--- src/rtl/data_mem_responder.sv ---
// data_mem_responder: single-outstanding load/store responder with fixed access latency and byte-lane merging
module data_mem_responder #(
  parameter int ADDR_W = 5,
  parameter int WAIT_STATES = 1
) (
  input  logic        clk,
  input  logic        reset,
  input  logic        req_valid,
  input  logic        req_write,
  input  logic [1:0]  req_size,
  input  logic        req_unsigned,
  input  logic [31:0] req_addr,
  input  logic [31:0] req_wdata,
  output logic        req_ready,
  output logic        resp_valid,
  output logic [31:0] resp_rdata,
  output logic        resp_err
);
  typedef enum logic [1:0] {S_IDLE, S_WAIT, S_RESP} state_t;
  state_t state, state_nx;
  logic [3:0] cnt;
  logic r_write, r_uns;
  logic [1:0] r_size;
  logic [ADDR_W+1:0] r_addr;
  logic [31:0] r_wdata;
  logic [31:0] mem [2**ADDR_W];
  logic [ADDR_W-1:0] idx;
  logic [1:0] lane;
  logic err, do_op;
  logic [31:0] word, sh, ld, wd, merged;
  logic [3:0] be;
  assign idx = r_addr[ADDR_W+1:2];
  assign lane = r_addr[1:0];
  assign word = mem[idx];
  assign sh = word >> {lane, 3'b000};
  assign err = r_size == 2'd3 || (r_size == 2'd1 && lane[0]) || (r_size == 2'd2 && lane != 2'd0);
  assign do_op = state == S_WAIT && cnt == 4'd0;
  assign req_ready = reset && state == S_IDLE;
  assign resp_valid = state == S_RESP;
  always_comb begin
    ld = r_size == 2'd0 ? {{24{sh[7] & ~r_uns}}, sh[7:0]} :
         r_size == 2'd1 ? {{16{sh[15] & ~r_uns}}, sh[15:0]} : word;
    be = r_size == 2'd0 ? 4'b0001 << lane : r_size == 2'd1 ? 4'b0011 << {lane[1], 1'b0} : 4'b1111;
    wd = r_size == 2'd0 ? {4{r_wdata[7:0]}} : r_size == 2'd1 ? {2{r_wdata[15:0]}} : r_wdata;
    merged = word;
    for (int i = 0; i < 4; i++) merged[i*8 +: 8] = be[i] ? wd[i*8 +: 8] : word[i*8 +: 8];
  end
  always_comb begin
    state_nx = state;
    state_nx = state == S_IDLE ? (req_valid ? S_WAIT : S_IDLE) :
               state == S_WAIT ? (cnt == 4'd0 ? S_RESP : S_WAIT) : S_IDLE;
  end
  always_ff @(posedge clk or negedge reset) begin
    if (!reset) begin
      state <= S_IDLE;
      cnt <= 4'd0;
      r_write <= 1'b0;
      r_uns <= 1'b0;
      r_size <= 2'd0;
      r_addr <= '0;
      r_wdata <= 32'd0;
      resp_rdata <= 32'd0;
      resp_err <= 1'b0;
    end else begin
      state <= state_nx;
      if (state == S_IDLE && req_valid) begin
        r_write <= req_write;
        r_uns <= req_unsigned;
        r_size <= req_size;
        r_addr <= req_addr[ADDR_W+1:0];
        r_wdata <= req_wdata;
        cnt <= 4'(WAIT_STATES);
      end else if (state == S_WAIT && cnt != 4'd0) begin
        cnt <= cnt - 4'd1;
      end
      if (do_op) begin
        resp_err <= err;
        resp_rdata <= (r_write || err) ? 32'd0 : ld;
      end
    end
  end
  // storage is deliberately left out of reset so contents survive an aborted request
  always_ff @(posedge clk)
    if (do_op && r_write && !err) mem[idx] <= merged;
endmodule

--- config.mk ---
export PLATFORM = sky130hd
export DESIGN_NAME = data_mem_responder
export DESIGN_NICKNAME = d
export VERILOG_FILES = /design/src/rtl/data_mem_responder.sv
export SDC_FILE = /design/constraint.sdc
export NUM_CORES = 1
export LEC_CHECK = 0
export BUFFER_PORTS_ARGS = -buffer_cell sky130_fd_sc_hd__buf_2
export CORE_AREA = 2 2 314 316
export CTS_BUF_LIST = sky130_fd_sc_hd__clkbuf_4 sky130_fd_sc_hd__clkbuf_8 sky130_fd_sc_hd__clkbuf_16
export DETAILED_ROUTE_END_ITERATION = 12
export DIE_AREA = 0 0 316 318
export PLACE_DENSITY_LB_ADDON = 0.2
export SLEW_MARGIN = 25
export SYNTH_ARGS = -nofsm -noshare
export SYNTH_HDL_FRONTEND = slang
export SYNTH_SLANG_ARGS = --single-unit
export TNS_END_PERCENT = 100
--- constraint.sdc ---
create_clock -name clk -period 3.93 [get_ports clk]
set_input_delay 0.1965 -clock clk [delete_from_list [all_inputs] [get_ports clk]]
set_output_delay 0.1965 -clock clk [all_outputs]
set_load 0.01 [all_outputs]
---- Yosys cells after proc, flatten, opt, wreduce, memory -nomap -nowiden ----
Memories as Yosys holds them, arrays and structs flattened.
Cells that the tools add are included.
word-level totals
  register bits after elaboration ......... 82
  latch bits .............................. 0
  RAM bits ................................ 1024
  ROM bits ................................ 0
  input bits .............................. 71
  output and inout bits ................... 35
  memories ................................ 1
memory list
  name  depth  bits a word  rd ports  clocked after memory_dff  wr ports  RTL line  RTL
  mem   32     32           1         0                         1         26        logic [31:0] mem [2**ADDR_W];
cells by class
  add/subtract/negate cells ............... 1
  multipliers ............................. 0
  divide/modulo/power cells ............... 0
  $lt $le $gt $ge ......................... 0
  eq/ne operators ......................... 5
  shift operators ......................... 3
  multiplexer cells ....................... 19
  bitwise operators ....................... 3
  reduce and logical (&&, ||, !) cells .... 18
operators with widths
  kind                 count
  $mux 32              5
  $mux 8               4
  $shr 32x5->16        1
  $mux 4               4
  $logic_and 1x1->1    8
  $eq 2x2->1 const B   3
  $mux 2               3
  $eq 2x1->1 const B   2
  $logic_not 2->1      2
  $logic_not 4->1      1
  $reduce_bool 2->1    2
  $reduce_bool 4->1    1
  $shl 1x2->4 const A  1
  $shl 2x2->4 const A  1
  $sub 4x1->4 const B  1
  $logic_or 1x1->1     3
  $mux 1               3
  $and 1x1->1          2
  $logic_not 1->1      1
  $not 1->1            1

---- Longest topological paths before layout ----
Gate-level depths: netlist (run 1).
  depth in word-level cells ............... 8
  gate-level depth with buffers ........... 12
  gate-level depth less buffers ........... 10

---- Worst setup path after synthesis (run 1) ----
Ideal clock, no wire load.
  path type ............................... flip-flop to flip-flop
  start ................................... register cnt[0]
  end ..................................... memory mem[0][0] (enable)
  setup time .............................. 0.421 ns
  arrival time ............................ 3.419 ns
  slack ................................... 0.089 ns
  stages on the path, launching flop included .. 9
  path buffers ............................ 1
  cells stage by stage .................... dfrtp_1 inv_1 ha_1 nor3b_1 nand2_1 nor2_1 or4b_2 clkbuf_1 nor2_1
on the way
  word-level cells in the longest chain between the ends .. 6
ends and longest elaborated chain
  item                            RTL line  RTL
  start: declaration              21        logic [3:0] cnt;
  start signal: assignment        72        cnt <= 4'(WAIT_STATES);
  start signal: assignment        74        cnt <= cnt - 4'd1;
  $logic_not 4->1                 37        assign do_op = state == S_WAIT && cnt == 4'd0;
  $logic_and 1x1->1               37
  $logic_and 1x1->1 (2 in a row)  84        if (do_op && r_write && !err) mem[idx] <= merged;
  $mux 1                          84
  $mux 1 (implied by the code)    84
  end: declaration                26
Every way passes these cells.

---- Worst setup path in the final report (run 1) ----
  start ................................... register cnt[1]
  end ..................................... register resp_rdata[19]
on the way
  word-level cells in the longest chain between the ends .. 2
ends and longest elaborated chain
  item                    RTL line  RTL
  $logic_not 4->1         37
  $logic_and 1x1->1       37
  end signal: assignment  78        resp_rdata <= (r_write || err) ? 32'd0 : ld;
  end: declaration        16        output logic [31:0] resp_rdata,
Every way passes these cells.
A chain may end at the register's enable or synchronous reset.

==> impl_metrics.toml, run 1 <==
[outcome]
status = "finished clean"

[detailed_routing]
drt_pass1_iterations = 9
wire_per_inst_um = 31.9
vias = 23600
drc_errors = 0
avgViaCountPerCell = 6.11
drt_iter0_markers = 3000
wl_mm = 123
antenna_left = 0

[clocking]
clockBufferDepth = 3
numCtsBuffers = 112
cts.sinks = 1106
cts_tree = "built"
path_clk_slew_ns = 0.06
htreeDepth = 3
clkLatencyLatePin_ns = 0.70
cts_root_buf = "clkbuf_16"
cts_setup_buffers = 0

[synthesis]
ys_top_cells_by_area = "edfxtp_1 (71%), mux4_2 (7.9%), mux2i_1 (5.4%)"
synth_ff_type = "edfxtp_1"
syn_area_per_cell_um2 = 19.7
synth_edf_count = 1024
yosys.area.top_type = "edfxtp_1"
synth_top_area_frac = 0.709
yosysMostFrequentCell = "edfxtp_1"
synth-seq-area-share = 0.757
ys_types = 62
async_flop_share = 0.0741
synth_commonest_cells = "edfxtp_1 (1024), mux2i_1 (235), mux4_2 (152)"
netlist_area_um2 = 43400
syn_nets = 2279
yosysWarningCount = 0
synth-seq-cells = 1106
syn-instance-count = 2206

[die]
die-width_um = 316
rows = 115
io_pins = 106
fp.dieArea_um2 = 100000
fp.coreArea_um2 = 97400
start_util = 0.445
die_h_um = 318

[sta]
worst_pin_slew_ns = 0.934
period_needed_ns = 3.53
finalMaxSlewViolations = 0
grt_setup_unrepaired = "no"
period_share = 0.898
setup_ws_ns = 0.400
fin_hold_ws_ns = 0.0589
setup_tns_ns = 0
maxSlewHeadroom = 0.377
hold_viol_final = 0
fin_skew_ns = 0.0226
setup_viol = 0
fmax_mhz = 283

[cells_and_area]
final_nets = 2554
drive_gt1_frac = 0.270
fillers = 7603
num_antenna_cells = 0
finalInstanceArea_um2 = 50600
instances_no_fill = 3862
syn2layout_area_growth_pct = 16.8

[place]
place.gp.congestion = 0.875
dpl_worst_slack_ns = 0.421
placed_area_um2 = 46500
dp_hpwl_mm = 74.4
place.port_buffers = 80
dp.cells = 3610

[run]
drv_cap = 0

[power]
swShare = 0.344
powerDensity_nw_per_um2 = 850
power.switching_w = 0.0148
p_leak_nw = 17.1
p_seq_frac = 0.423
p_int_w = 0.0282
ir_worst_vdd_uv = 466
pwr-share-comb = 0.332
power.clock.fraction = 0.246

[worst_setup_path]
critPathLaunchType = "flop"
r2r_cells = 12
critPathLaunch = "cnt[1]"
rr_startpoint = "cnt[1]"
criticalPathCategory = "reg -> reg"
crit_fanout = 34
r2r_end = "resp_rdata[19]"
cp.arrival_ns = 4.15
worstSetupEndpoint = "resp_rdata[19]"
r2r_slack_ns = 0.40
worstPathRequired_ns = 4.55
end_kind = "flop"

[hold_path]
hold_class = "in -> async"

[grt]
gr-total-overflow = 0
first_global_vias = 23300
grtUsageTotal = 0.246
antenna_found_initial = 6
grt_max_degree = 63
grt_pass1_wl_mm = 174
[placed cells by master, fill, tap and decap left out, types with 7 or more instances in the layout]
cell type	instances
clkbuf_8	8
nand2b_1	7
nand2_1	53
buf_2	79
mux2i_1	235
a22oi_1	86
mux2_2	42
nor2_1	43
o21ai_1	22
clkbuf_4	30
a221o_1	21
edfxtp_1	1024
buf_12	35
o22ai_1	102
mux4_2	152
a21oi_1	25
o21ai_0	9
bufinv_16	7
buf_4	129
nor2_4	32
clkinv_1	22
clkinv_2	17
clkbuf_16	116
dfrtp_1	79
nor4_1	23
and4_1	7
dlygate4sd3_1	44
nand4_1	14
[power by group through the flow]
stage                     clock (W)  combinational, W  sequential [W]
final                        0.0106            0.0143          0.0182
after floorplan                   0           0.00876          0.0181
after detailed placement          0            0.0141          0.0184
after global placement            0            0.0137          0.0184
after CTS                    0.0107            0.0142          0.0181
after global routing         0.0112            0.0152          0.0182
[area by class of cell]
| cell class | instances | area (µm²) | share of cell area |
|---|---|---|---|
| tap | 1287 | 1610 | 0.0318 |
| multi-input combinational | 968 | 10000 | 0.198 |
| timing repair buffer | 287 | 2500 | 0.0495 |
| clock inverter | 54 | 442 | 0.00872 |
| clock buffer | 154 | 3240 | 0.0639 |
| inverter | 6 | 22.5 | 0.000445 |
| sequential | 1106 | 32800 | 0.648 |
[critical path: stages (launching register included)]
cell and delay (ns):
dfrtp_1 0.40, inv_1 0.11, ha_1 0.14, nor3b_1 0.28
nand2_1 0.22, buf_4 0.32, inv_1 0.24, o211ai_1 0.14
buf_4 0.20, nor2_1 0.21, nand2_1 0.16, o31ai_4 0.77
a221o_1 0.23
[repair_timing]
item	4_1_cts	5_1_grt
hold buffers	44	0
hold endpoints to repair	86	0
resized for setup	0	0
[metrics by stage]
stage | total power, W | utilization
3_5_place_dp | 0.0325 | 0.478
3_3_place_gp | 0.0320 | 0.477
2_1_floorplan | 0.0268 | -
6_report | 0.0430 | 0.520
5_1_grt | 0.0446 | 0.520
4_1_cts | 0.0431 | 0.520
[worst min-delay path by stage]
stage / slack, ns / cells past startpoint / end
floorplan: -0.1 / 0 / cnt[0]
detailed placement: 0.26 / 1 / cnt[0]
CTS: 0.06 / 2 / cnt[0]
global route: 0.12 / 2 / r_wdata[25]
finish: 0.06 / 2 / r_wdata[25]
global placement: 0.24 / 1 / r_wdata[25]
[cells by family after synthesis]
| logic type | count (synthesis) | synth area share |
|---|---|---|
| fa+ha+maj | 2 | 0.000577 |
| simple gates | 240 | 0.0312 |
| compound gates | 295 | 0.0475 |
| mux | 429 | 0.144 |
| buf+inv | 132 | 0.0197 |
| flops | 1106 | 0.757 |
| xor+xnor | 2 | 0.000404 |
[sequential cells by signal (all words and copies together), names as in the netlist]
signal,flops
r_uns,1
r_addr,7
r_wdata,32
r_size,2
r_write,1
cnt,4
resp_err,1
mem,1024
state,2
resp_rdata,32
[routing by layer]
metal  GRT usage  vias to the layer above  part of all wire  wire [µm]
met5           0                        -                 0          0
met4      0.0599                        0             0.020       2490
met3      0.0451                      147             0.087      10800
met2       0.377                     1085              0.46      57100
met1       0.365                    12700              0.43      52800
li1            -                     9707                 -          -
Power figures use the tool's default switching activity.
==> run 2, diff against run 1 <==
--- a/config.mk
+++ b/config.mk
@@ -12,4 +12,5 @@
 export DIE_AREA = 0 0 316 318
 export PLACE_DENSITY_LB_ADDON = 0.2
+export SKIP_LAST_GASP = 1
 export SLEW_MARGIN = 25
 export SYNTH_ARGS = -nofsm -noshare
==> constraint.sdc (replaced) <==
create_clock -name clk -period 3.93 [get_ports clk]
set_input_delay 0.5895 -clock clk [delete_from_list [all_inputs] [get_ports clk]]
set_output_delay 0.5895 -clock clk [all_outputs]
set_load 0.01 [all_outputs]
==> run 2 against run 1 <==
  * Sequential power is essentially flat
  * Cell area shrank 0.30%
  * Power grew 2.2%
  * Clock skew is essentially flat
  * Combinational power is essentially flat
  * Sequential share of layout area grew 0.19 points
  * Wire length grew 0.42%
  * Via count shrank 0.91%
  * Utilization shrank 0.15 points
  * Worst hold slack gained 0.078 ns
  * Register-to-register slack lost 0.18 ns
  * Clock power grew 8%
  * Critical endpoint is now mem[31][12]
  * Largest cell class unchanged
  * Largest power group unchanged
  * Highest routed layer unchanged
==> impl_metrics.toml, run 2 (same netlist as run 1, synthesis figures left out) <==
[outcome]
status = "finished clean"

[worst_setup_path]
path_cells = "buf_4, and3_1, buf_4, a22oi_1, nand4_1, nor2_1, a21oi_1, buf_4"
slowest_stage = "and3_1"
r2r_slack_ns = 0.22
crit_fanout = 32
cp.arrival_ns = 4.18
path_delay_family = "simple AND/OR/NAND/NOR gates"
cpPeakStageDelay_ns = 0.88
crit_top_cell = "buf_4"
end_kind = "flop"
path_buf_inv = 3
criticalPathCategory = "reg -> reg"
worstPathRequired_ns = 4.40
critPathLaunchType = "flop"

[cells_and_area]
num_antenna_cells = 0
final_nets = 2524
instances_no_fill = 3836
finalInstanceArea_um2 = 50500
layout_common_cells = "edfxtp_1 (1024), mux2i_1 (235), mux4_2 (152)"
final_common_cell = "edfxtp_1"
syn2layout_area_growth_pct = 16.5
drive_gt1_frac = 0.279
largest_reg_flops = 1024
largest_registers = "mem x1024, r_wdata x32, resp_rdata x32"
regMostFlops = "mem"
fillers = 7692
fin_util = 0.518

[grt]
grt_max_degree = 66
gr-total-overflow = 0
antenna_found_initial = 4
first_global_vias = 23100
grt_pass1_wl_mm = 174
grtUsageTotal = 0.247

[sta]
fin_skew_ns = 0.0227
finalMaxSlewViolations = 0
grt_setup_unrepaired = "no"
fmax_mhz = 269
period_needed_ns = 3.71
worst_pin_slew_ns = 1.01
period_share = 0.945
setup_viol = 0
setup_tns_ns = 0
hold_viol_final = 0
maxSlewHeadroom = 0.326

[place]
dp_hpwl_mm = 75.1
place.port_buffers = 80
placed_area_um2 = 46500
place.gp.congestion = 0.861
dp.cells = 3623

[die]
io_pins = 106
die_h_um = 318
start_util = 0.445
die-width_um = 316
rows = 115
fp.coreArea_um2 = 97400
fp.dieArea_um2 = 100000

[power]
power.clock.fraction = 0.259
p_int_w = 0.0290
p_total_w = 0.0440
pwr-share-comb = 0.327
ir_worst_vdd_uv = 573
powerDensity_nw_per_um2 = 871
power.switching_w = 0.0150
swShare = 0.341
p_seq_frac = 0.414
p_leak_nw = 17.1

[clocking]
clkLatencyLatePin_ns = 0.69
clockBufferDepth = 3
cts.sinks = 1106
cts_root_buf = "clkbuf_16"
path_clk_slew_ns = 0.06
cts_tree = "built"
htreeDepth = 3
numCtsBuffers = 112
cts_resized = 0

[detailed_routing]
drt_iter0_markers = 3267
vias = 23400
antenna_left = 0
drt_pass1_iterations = 6
avgViaCountPerCell = 6.10
drc_errors = 0
wl_mm = 124
wire_per_inst_um = 32.2

[run]
drv_cap = 0

[hold_path]
hold_class = "in -> reg"
-- run 2: path summary, 6_finish.rpt --
path / from / endpoint / cells after the start
setup reg to reg: r_addr[5] / mem[31][12] / 8
hold / removal: req_wdata[22] / r_wdata[22] / 2
max in group asynchronous: reset / r_wdata[5] / 3
setup / recovery: r_addr[5] / mem[31][12] / 8
min in group asynchronous: reset / r_wdata[1] / 2
hold reg to reg: cnt[0] / cnt[0] / 1
-- run 2: metal layers --
layer,track usage,share of wire,up-vias,wire length [µm]
met1,0.361,0.42,12400,51700
met4,0.0662,0.024,0,2950
li1,-,-,9643,-
met3,0.0466,0.091,177,11200
met2,0.381,0.47,1138,57700
met5,0,0,-,0
-- run 2: through the flow --
step / hold WS, ns / setup WS [ns]
4_1_cts: 0.0999 / 0.341
6_report: 0.137 / 0.216
3_3_place_gp: 0.465 / 0.347
5_1_grt: 0.118 / 0.106
2_1_floorplan: 0.294 / 0.0895
3_5_place_dp: 0.469 / 0.348
-- run 2: layout make-up --
type	instances	area [µm²]	area share
clock buffer	145	3200	0.0634
tap	1287	1610	0.0319
inverter	6	22.5	0.000446
multi-input combinational	968	10000	0.198
clock inverter	67	798	0.0158
sequential	1106	32800	0.650
timing repair buffer	257	2050	0.0406
-- run 2: power groups by stage --
stage	clock (W)	sequential, W	combinational (W)
finish	0.0114	0.0182	0.0144
global route	0.0120	0.0182	0.0153
CTS	0.0115	0.0182	0.0143
detailed placement	0	0.0184	0.0143
global placement	0	0.0184	0.0138
floorplan	0	0.0181	0.00876
-- run 2: what timing repair did --
action / CTS / global route
setup buffers: 0 / 0
hold buffers: 1 / 0
hold endpoints to repair: 17 / 0
